**src/rtl/thermo_conf_arbiter.sv**
```systemverilog
// -----------------------------------------------------------------------------
// thermo_conf_arbiter
//
// Purpose:
//   Shares one configuration FSM (4-bit code entry through start/in, result on
//   hit/out) between NUM_ROOMS room panels. Requests are arbitrated
//   round-robin. The granted room's button line is forwarded to the FSM. The
//   4-bit result is captured into that room's setpoint register. A session
//   ends in one of three ways: a captured result (done), the requester
//   dropping req (abort), or a cycle limit (timeout). Each session is followed
//   by an idle gap with conf_start low, so the FSM always restarts clean.
//
// Handshake:
//   req is a level signal held for the whole session. grant and conf_start
//   rise one cycle after the arbiter sees req in IDLE. A result is accepted
//   only in a RUN cycle with conf_hit=1. conf_hit and conf_out are ignored in
//   every other cycle.
//
// Ports:
//   clk         in   rising-edge clock
//   rst         in   asynchronous reset, active-low
//   req         in   per-room request levels
//   btn         in   per-room button lines
//   conf_hit    in   config FSM result valid
//   conf_out    in   config FSM result code
//   conf_start  out  FSM start (registered)
//   conf_in     out  FSM in, which is btn of the granted room while in RUN
//                    (combinational)
//   grant       out  one-hot grant, zero when no session
//   busy        out  high in RUN and RELEASE
//   done        out  one-cycle pulse: setpoint captured
//   abort       out  one-cycle pulse: requester dropped req
//   timeout     out  one-cycle pulse: session cycle limit reached
//   done_room   out  room of the session that just ended
//   setpoints   out  room k setpoint in bits [4k+3:4k]
//   dbg_state   out  current FSM state (0 IDLE, 1 RUN, 2 RELEASE)
// -----------------------------------------------------------------------------
module thermo_conf_arbiter #(
    parameter int         NUM_ROOMS   = 4,
    parameter int         TIMEOUT_CYC = 64,
    parameter int         GAP_CYC     = 2,
    parameter logic [3:0] DEFAULT_SP  = 4'd8
) (
    input  logic                           clk,
    input  logic                           rst,
    input  logic [NUM_ROOMS-1:0]           req,
    input  logic [NUM_ROOMS-1:0]           btn,
    input  logic                           conf_hit,
    input  logic [3:0]                     conf_out,
    output logic                           conf_start,
    output logic                           conf_in,
    output logic [NUM_ROOMS-1:0]           grant,
    output logic                           busy,
    output logic                           done,
    output logic                           abort,
    output logic                           timeout,
    output logic [$clog2(NUM_ROOMS)-1:0]   done_room,
    output logic [4*NUM_ROOMS-1:0]         setpoints,
    output logic [1:0]                     dbg_state
);

    localparam int IW = $clog2(NUM_ROOMS);
    localparam int CW = $clog2(TIMEOUT_CYC);
    localparam int GW = (GAP_CYC > 1) ? $clog2(GAP_CYC) : 1;

    typedef enum logic [1:0] {
        ST_IDLE    = 2'd0,
        ST_RUN     = 2'd1,
        ST_RELEASE = 2'd2
    } state_t;

    state_t                 r_state,      w_state_nxt;
    logic [IW-1:0]          r_ptr,        w_ptr_nxt;
    logic [IW-1:0]          r_idx,        w_idx_nxt;
    logic [CW-1:0]          r_cnt,        w_cnt_nxt;
    logic [GW-1:0]          r_gap,        w_gap_nxt;
    logic [NUM_ROOMS-1:0]   r_grant,      w_grant_nxt;
    logic                   r_conf_start, w_start_nxt;
    logic                   r_busy,       w_busy_nxt;
    logic                   r_done,       w_done_nxt;
    logic                   r_abort,      w_abort_nxt;
    logic                   r_timeout,    w_timeout_nxt;
    logic [IW-1:0]          r_done_room,  w_done_room_nxt;
    logic [4*NUM_ROOMS-1:0] r_setpoints,  w_sp_nxt;

    logic                   w_found;
    logic [IW-1:0]          w_winner;
    logic [IW-1:0]          w_cand;
    logic                   w_end;

    // Round-robin search: start at the room after the last one served
    // and wrap, so the room served last has the lowest priority.
    always_comb begin
        w_found  = 1'b0;
        w_winner = '0;
        w_cand   = '0;
        for (int k = 1; k <= NUM_ROOMS; k++) begin
            w_cand = IW'((int'(r_ptr) + k) % NUM_ROOMS);
            if (!w_found && req[w_cand]) begin
                w_found  = 1'b1;
                w_winner = w_cand;
            end
        end
    end

    always_comb begin
        w_state_nxt     = r_state;
        w_ptr_nxt       = r_ptr;
        w_idx_nxt       = r_idx;
        w_cnt_nxt       = r_cnt;
        w_gap_nxt       = r_gap;
        w_grant_nxt     = r_grant;
        w_start_nxt     = r_conf_start;
        w_busy_nxt      = r_busy;
        w_done_nxt      = 1'b0;
        w_abort_nxt     = 1'b0;
        w_timeout_nxt   = 1'b0;
        w_done_room_nxt = r_done_room;
        w_sp_nxt        = r_setpoints;
        w_end           = 1'b0;

        case (r_state)
            ST_IDLE: begin
                if (w_found) begin
                    w_state_nxt = ST_RUN;
                    w_idx_nxt   = w_winner;
                    w_grant_nxt = NUM_ROOMS'(1) << w_winner;
                    w_start_nxt = 1'b1;
                    w_busy_nxt  = 1'b1;
                    w_cnt_nxt   = '0;
                end
            end

            ST_RUN: begin
                // A result outranks a dropped request and a timeout in the same cycle.
                if (conf_hit) begin
                    w_sp_nxt[{r_idx, 2'b00} +: 4] = conf_out;
                    w_done_nxt = 1'b1;
                    w_end      = 1'b1;
                end else if (!req[r_idx]) begin
                    w_abort_nxt = 1'b1;
                    w_end       = 1'b1;
                end else if (r_cnt == CW'(TIMEOUT_CYC - 1)) begin
                    w_timeout_nxt = 1'b1;
                    w_end         = 1'b1;
                end else begin
                    w_cnt_nxt = r_cnt + 1'b1;
                end

                if (w_end) begin
                    w_state_nxt     = ST_RELEASE;
                    w_grant_nxt     = '0;
                    w_start_nxt     = 1'b0;
                    w_done_room_nxt = r_idx;
                    w_ptr_nxt       = r_idx;
                    w_gap_nxt       = '0;
                end
            end

            ST_RELEASE: begin
                if (r_gap == GW'(GAP_CYC - 1)) begin
                    w_state_nxt = ST_IDLE;
                    w_busy_nxt  = 1'b0;
                end else begin
                    w_gap_nxt = r_gap + 1'b1;
                end
            end

            default: begin
                w_state_nxt = ST_IDLE;
                w_grant_nxt = '0;
                w_start_nxt = 1'b0;
                w_busy_nxt  = 1'b0;
            end
        endcase
    end

    always_ff @(posedge clk or negedge rst) begin
        if (!rst) begin
            r_state      <= ST_IDLE;
            r_ptr        <= IW'(NUM_ROOMS - 1);
            r_idx        <= '0;
            r_cnt        <= '0;
            r_gap        <= '0;
            r_grant      <= '0;
            r_conf_start <= 1'b0;
            r_busy       <= 1'b0;
            r_done       <= 1'b0;
            r_abort      <= 1'b0;
            r_timeout    <= 1'b0;
            r_done_room  <= '0;
            r_setpoints  <= {NUM_ROOMS{DEFAULT_SP}};
        end else begin
            r_state      <= w_state_nxt;
            r_ptr        <= w_ptr_nxt;
            r_idx        <= w_idx_nxt;
            r_cnt        <= w_cnt_nxt;
            r_gap        <= w_gap_nxt;
            r_grant      <= w_grant_nxt;
            r_conf_start <= w_start_nxt;
            r_busy       <= w_busy_nxt;
            r_done       <= w_done_nxt;
            r_abort      <= w_abort_nxt;
            r_timeout    <= w_timeout_nxt;
            r_done_room  <= w_done_room_nxt;
            r_setpoints  <= w_sp_nxt;
        end
    end

    // Only the button pass-through is combinational. The FSM sees
    // the panel's button with no added delay.
    assign conf_in    = (r_state == ST_RUN) ? btn[r_idx] : 1'b0;
    assign conf_start = r_conf_start;
    assign grant      = r_grant;
    assign busy       = r_busy;
    assign done       = r_done;
    assign abort      = r_abort;
    assign timeout    = r_timeout;
    assign done_room  = r_done_room;
    assign setpoints  = r_setpoints;
    assign dbg_state  = r_state;

endmodule

```
**config.mk**
```make
export PLATFORM = sky130hd
export DESIGN_NAME = thermo_conf_arbiter
export DESIGN_NICKNAME = d
export VERILOG_FILES = /design/src/rtl/thermo_conf_arbiter.sv
export SDC_FILE = /design/constraint.sdc
export NUM_CORES = 1
export LEC_CHECK = 0
export CAP_MARGIN = 20
export CORE_ASPECT_RATIO = 0.8
export CORE_MARGIN = 1.5
export CORE_UTILIZATION = 39
export DETAILED_ROUTE_END_ITERATION = 10
export HOLD_SLACK_MARGIN = 0.05
export PLACE_DENSITY = 0.73
export SYNTH_ARGS = -nofsm -noshare
export SYNTH_HDL_FRONTEND = slang
export SYNTH_SLANG_ARGS = --single-unit
```
**constraint.sdc**
```tcl
create_clock -name clk -period 1.8 [get_ports clk]
set_input_delay 0.45 -clock clk [delete_from_list [all_inputs] [get_ports clk]]
set_output_delay 0.45 -clock clk [all_outputs]
set_load 0.1 [all_outputs]
```
== Yosys cells after proc, flatten, opt, wreduce, memory -nomap -nowiden ==
Cells that the tools add are included.

* Bitwise logic cells: 2
* Shift operators: 3
* Order comparisons: 5
* Equal/unequal tests: 9
* Multiplexer cells: 53
* Reductions and logical operators: 17
* $add $sub $neg: 7

{| class="wikitable"
|+ Operator list
! kind !! number
|-
| $mux W1 || 27
|-
| $mux W6 || 4
|-
| $bwmux W16 || 1
|-
| $shift A4 B6 Y16 const A || 1
|-
| $shiftx A4 B6 Y16 || 1
|-
| $lt A2 B3 Y1 const B || 5
|-
| $mux W2 || 7
|-
| $bmux W1 S2 || 6
|-
| $pmux W4 S3 || 1
|-
| $pmux W6 S2 || 1
|-
| $ne A2 B2 Y1 const B || 5
|-
| $reduce_and A3 Y1 || 3
|-
| $mux W4 || 2
|-
| $reduce_and A2 Y1 || 4
|-
| $add A6 B1 Y6 const B || 1
|-
| $eq A6 B6 Y1 const B || 1
|-
| $neg A4 Y6 || 1
|-
| $pmux W1 S3 || 2
|-
| $pmux W2 S3 || 1
|-
| $reduce_and A5 Y1 || 1
|-
| $add A2 B1 Y2 const B || 2
|-
| $add A2 B2 Y2 const B || 2
|-
| $reduce_bool A2 Y1 || 2
|-
| $shl A1 B2 Y4 const A || 1
|-
| 9 further kinds || 14
|}

* Word-level logic and storage cells: 109
* Register bits: 40
* Output and inout bits: 30
* Input bits: 15

== Depth between registers and ports, before layout ==
* Word-level depth: 16
* Mapped depth: 6

== Least setup slack after synthesis ==
No wires, ideal clock.

* Kind: register to output
* Start point: register r_state[0], in the netlist dbg_state[0]
* End point: output port conf_in
* Cell stages (with the launch flop): 3
* Arrival time: 2.055 ns
* Slack: -0.705 ns
* Cells stage by stage: dfrtp_1 > nor2b_1 > and2_1

* Word-level cells in the longest chain between the ends: 2

{| class="wikitable"
|+ Ends and longest elaborated chain
! item !! RTL line !! RTL
|-
| start, declared || 72 || <nowiki>state_t r_state, w_state_nxt;</nowiki>
|-
| start signal, assigned || 194 || <nowiki>r_state <= w_state_nxt;</nowiki>
|-
| $eq A2 B1 Y1 || 212 || <nowiki>assign conf_in = (r_state == ST_RUN) ? btn[r_idx] : 1'b0;</nowiki>
|-
| $mux W1 || 212 ||
|-
| end, declared || 51 || <nowiki>output logic conf_in,</nowiki>
|}

No other way between the ends.

== Worst setup path after layout ==
* Start point: register r_idx[0]
* End point: output port conf_in

* Word-level cells in the longest chain between the ends: 3

{| class="wikitable"
|+ Ends and longest elaborated chain
! item !! RTL line !! RTL
|-
| start, declared || 74 || <nowiki>logic [IW-1:0] r_idx, w_idx_nxt;</nowiki>
|-
| start signal, assigned || 196 || <nowiki>r_idx <= w_idx_nxt;</nowiki>
|-
| $bmux W1 S2 || 212 ||
|-
| $mux W1 (implied by the code) || 212 ||
|-
| $mux W1 || 212 ||
|}

No other way between the ends. The select of a mux whose other input is x is not followed.

==> impl_metrics.tcl <==
set metrics [dict create \
    start_util_pct 40.67 \
    fin_crit_sh_pct 108.9 \
    tightest_slew_ns 0.3423 \
    fmax_ghz 0.5102 \
    layout_setup_ws_ns -0.1601 \
    critPathKind "reg2out" \
    crit_required_ns 1.35 \
    clkSlewWorstSetupHoldPaths_ns 0.08 \
    grt_overflow 0 \
    dp_hpwl_um 3598 \
    slew_viol_final 0 \
    grt_pass1_wl_um 7617 \
    drive_gt1_share_pct 38.37 \
    relSlewSlack_pct 77.12 \
    num_vias 1653 \
    finClkSkew_ns 0.007264 \
    synth_nets 204 \
    finalHoldViolCount 0 \
    final_cells 318 \
    via_per_inst 5.198 \
    synth_area_mm2 0.001881 \
    fin_nets 278 \
    path_max_fanout 2 \
    portBuffers 44 \
    cts_htree_levels 2 \
    rsz0062_at_grt "true" \
    place_ws_ns -0.4206 \
    startpoint_type "flop" \
    drc 0 \
    setup_viol 2 \
    drtAntennaViolNets 0 \
    cts_sinks 40 \
    antenna_found_initial 0 \
    cp_slowest_cell "mux4_2" \
    cts_tree "built" \
    die_area_mm2 0.005250 \
    drt_iter0_markers 181 \
    synth_cell_type_count 38 \
    status "finished, violations left" \
    numCtsBuffers 5 \
    cpPeakStageDelay_ns 0.49 \
    dieHeight_um 65.11 \
    syn2layout_area_growth_pct 66.00 \
    drt-total-wl_um 4851 \
    path_cells "mux4_2 -> and2_4 -> buf_12" \
    io_pins 45 \
    drtPass1Iterations 4 \
    holdCritPathClass "reg2reg" \
    max_cap_violations 0 \
    grt_max_degree 20 \
    violations "negative setup slack" \
    syn_inst 183 \
    place_inst 305 \
    synth-seq-cells 40 \
    wl_per_cell_um 15.25 \
    place_congestion 0.8114 \
    yosysSeqAreaShare_pct 53.63 \
    die_w_um 80.64 \
    root_buffer "clkbuf_8" \
    coreArea_mm2 0.004624 \
    yosys_warnings 0 \
    avgSynthCellArea_um2 10.28 \
    end_kind "output port" \
    gr-usage-all-layers_pct 19.33 \
    clk_latency_ns 0.29 \
    worstPathArrival_ns 1.51 \
    fin_crit_ns 1.960 \
    fp-row-count 22 \
    num_antenna_cells 0 \
    cts_buffer_depth 2 \
    grt_pass1_vias 1521 \
]
[per-stage QoR]
stage	util (%)	instance area, um^2	hold slack (ns)	setup TNS (ns)
after floorplan	-	1888	0.1544	0
after global placement	61.55	2846	0.2943	-6.899
after detailed placement	61.55	2846	0.2991	-8.084
after CTS	65.12	3012	0.4708	-0.2011
after global routing	67.51	3122	0.5139	-0.2481
final	67.51	3122	0.4771	-0.1630
[routing by layer]
layer | vias up | wire (um) | GRT usage [%]
met2 | 65 | 2270 | 28.47
met5 | - | 0 | 0
li1 | 790 | - | -
met1 | 790 | 2216 | 28.67
met4 | 0 | 69 | 5.819
met3 | 8 | 295 | 3.889
[critical path: cells and delay by family, from the launching register on]
family                 cells  cell delay, ns
flip-flops                 1            0.39
AND/OR/NAND/NOR            1            0.18
buffers and inverters      1            0.16
multiplexers               1            0.49
[cells in the final DEF (no fill, tap or decap), types with 2 or more instances in the layout]
master	synthesis	final
o21ai_4	0	2
mux2_2	4	4
o21ai_1	1	3
nor3b_1	4	2
nand2_1	39	39
nor2_1	5	5
or3_1	3	3
dfrtp_2	0	3
clkdlybuf4s50_1	0	4
buf_12	0	30
a21oi_1	7	5
nor3b_2	1	2
dlygate4sd2_1	0	5
clkbuf_8	0	6
ha_1	6	4
mux4_2	2	2
o21ai_0	25	19
mux2i_1	3	3
a32o_1	4	3
buf_4	0	24
nand2b_1	4	4
o21ai_2	1	3
dfrtp_1	34	30
dlymetal6s2s_1	0	4
a21boi_0	2	2
ha_4	0	2
a21oi_2	0	2
nor2b_1	3	3
nand3_1	3	3
inv_1	7	6
dfstp_2	6	6
buf_6	0	2
[synth_stat cells]
cell type | count | area share (%)
a221oi_1 | 1 | 0.47
mux4_2 | 2 | 2.4
o21ai_1 | 1 | 0.27
nor2_1 | 5 | 1.0
o21ai_0 | 25 | 6.7
o22ai_1 | 1 | 0.33
o21ai_2 | 1 | 0.47
inv_1 | 7 | 1.4
clkbuf_1 | 2 | 0.40
nand3_1 | 3 | 0.80
and3b_1 | 1 | 0.47
mux2i_1 | 3 | 1.6
o2bb2ai_1 | 1 | 0.47
a221o_1 | 1 | 0.53
nor2b_1 | 3 | 1.0
a211oi_1 | 1 | 0.40
nand2b_1 | 4 | 1.3
nor3b_1 | 4 | 1.6
a21oi_1 | 7 | 1.9
mux2_2 | 4 | 2.4
nor3_1 | 1 | 0.27
and3_1 | 1 | 0.33
o211ai_2 | 1 | 0.67
nor3b_2 | 1 | 0.67
buf_2 | 2 | 0.53
a32o_1 | 4 | 2.1
o22a_1 | 1 | 0.47
or3_1 | 3 | 1.0
ha_1 | 6 | 4.0
o21a_1 | 1 | 0.40
o31ai_1 | 1 | 0.40
dfrtp_1 | 34 | 45
dfstp_2 | 6 | 8.4
nand2_1 | 39 | 7.8
nand3b_1 | 1 | 0.40
a21boi_0 | 2 | 0.80
and2_1 | 1 | 0.33
or4_1 | 1 | 0.40
[kinds of logic after synthesis]
group | count (synthesis) | share of synthesized area, %
multiplexers | 9 | 6.387
buffers and inverters | 11 | 2.329
flip-flops | 40 | 53.63
AND/OR/NAND/NOR | 68 | 17.37
AO/OA/AOI/OAI | 49 | 16.30
adder cells (fa/ha/maj) | 6 | 3.992
[layout make-up]
type                    instances  area, um^2
flip-flops and latches         40        1016
fillers                       334        1503
repair buffers                 71       952.2
inverters                       7       28.78
clock inverters                 2       38.79
well taps                      60       75.07
clock buffers                   6       82.58
multi-input cells             132       928.4
[state kept, by name (all words and copies together) (netlist names)]
signal / cells
r_cnt: 6
conf_start: 1
r_ptr: 2
dbg_state: 2
r_idx: 2
done_room: 2
r_gap: 1
grant: 4
timeout: 1
done: 1
abort: 1
busy: 1
setpoints: 16
[path summary, 6_finish.rpt]
check,start,end,slack (ns),cells past startpoint
max,r_idx[0],conf_in,-0.16,3
min,r_gap,dbg_state[1],0.48,1
max reg2reg,r_idx[1],done_room[0],0,4
min reg2reg,r_gap,dbg_state[1],0.48,1
max in group asynchronous,rst,setpoints[15],0.75,3
min in group asynchronous,rst,setpoints[0],0.52,2
[what timing repair did]
action	4_1_cts	5_1_grt
endpoints found under the setup margin	13	28
pin swaps	2	6
endpoints found under the hold margin	4	0
buffers inserted	2	2
hold buffers	1	0
gates resized for setup	15	24
Power is left out: the tool's default activity adds up to more than one toggle a clock period on the data nets, which glitch-free logic cannot reach.
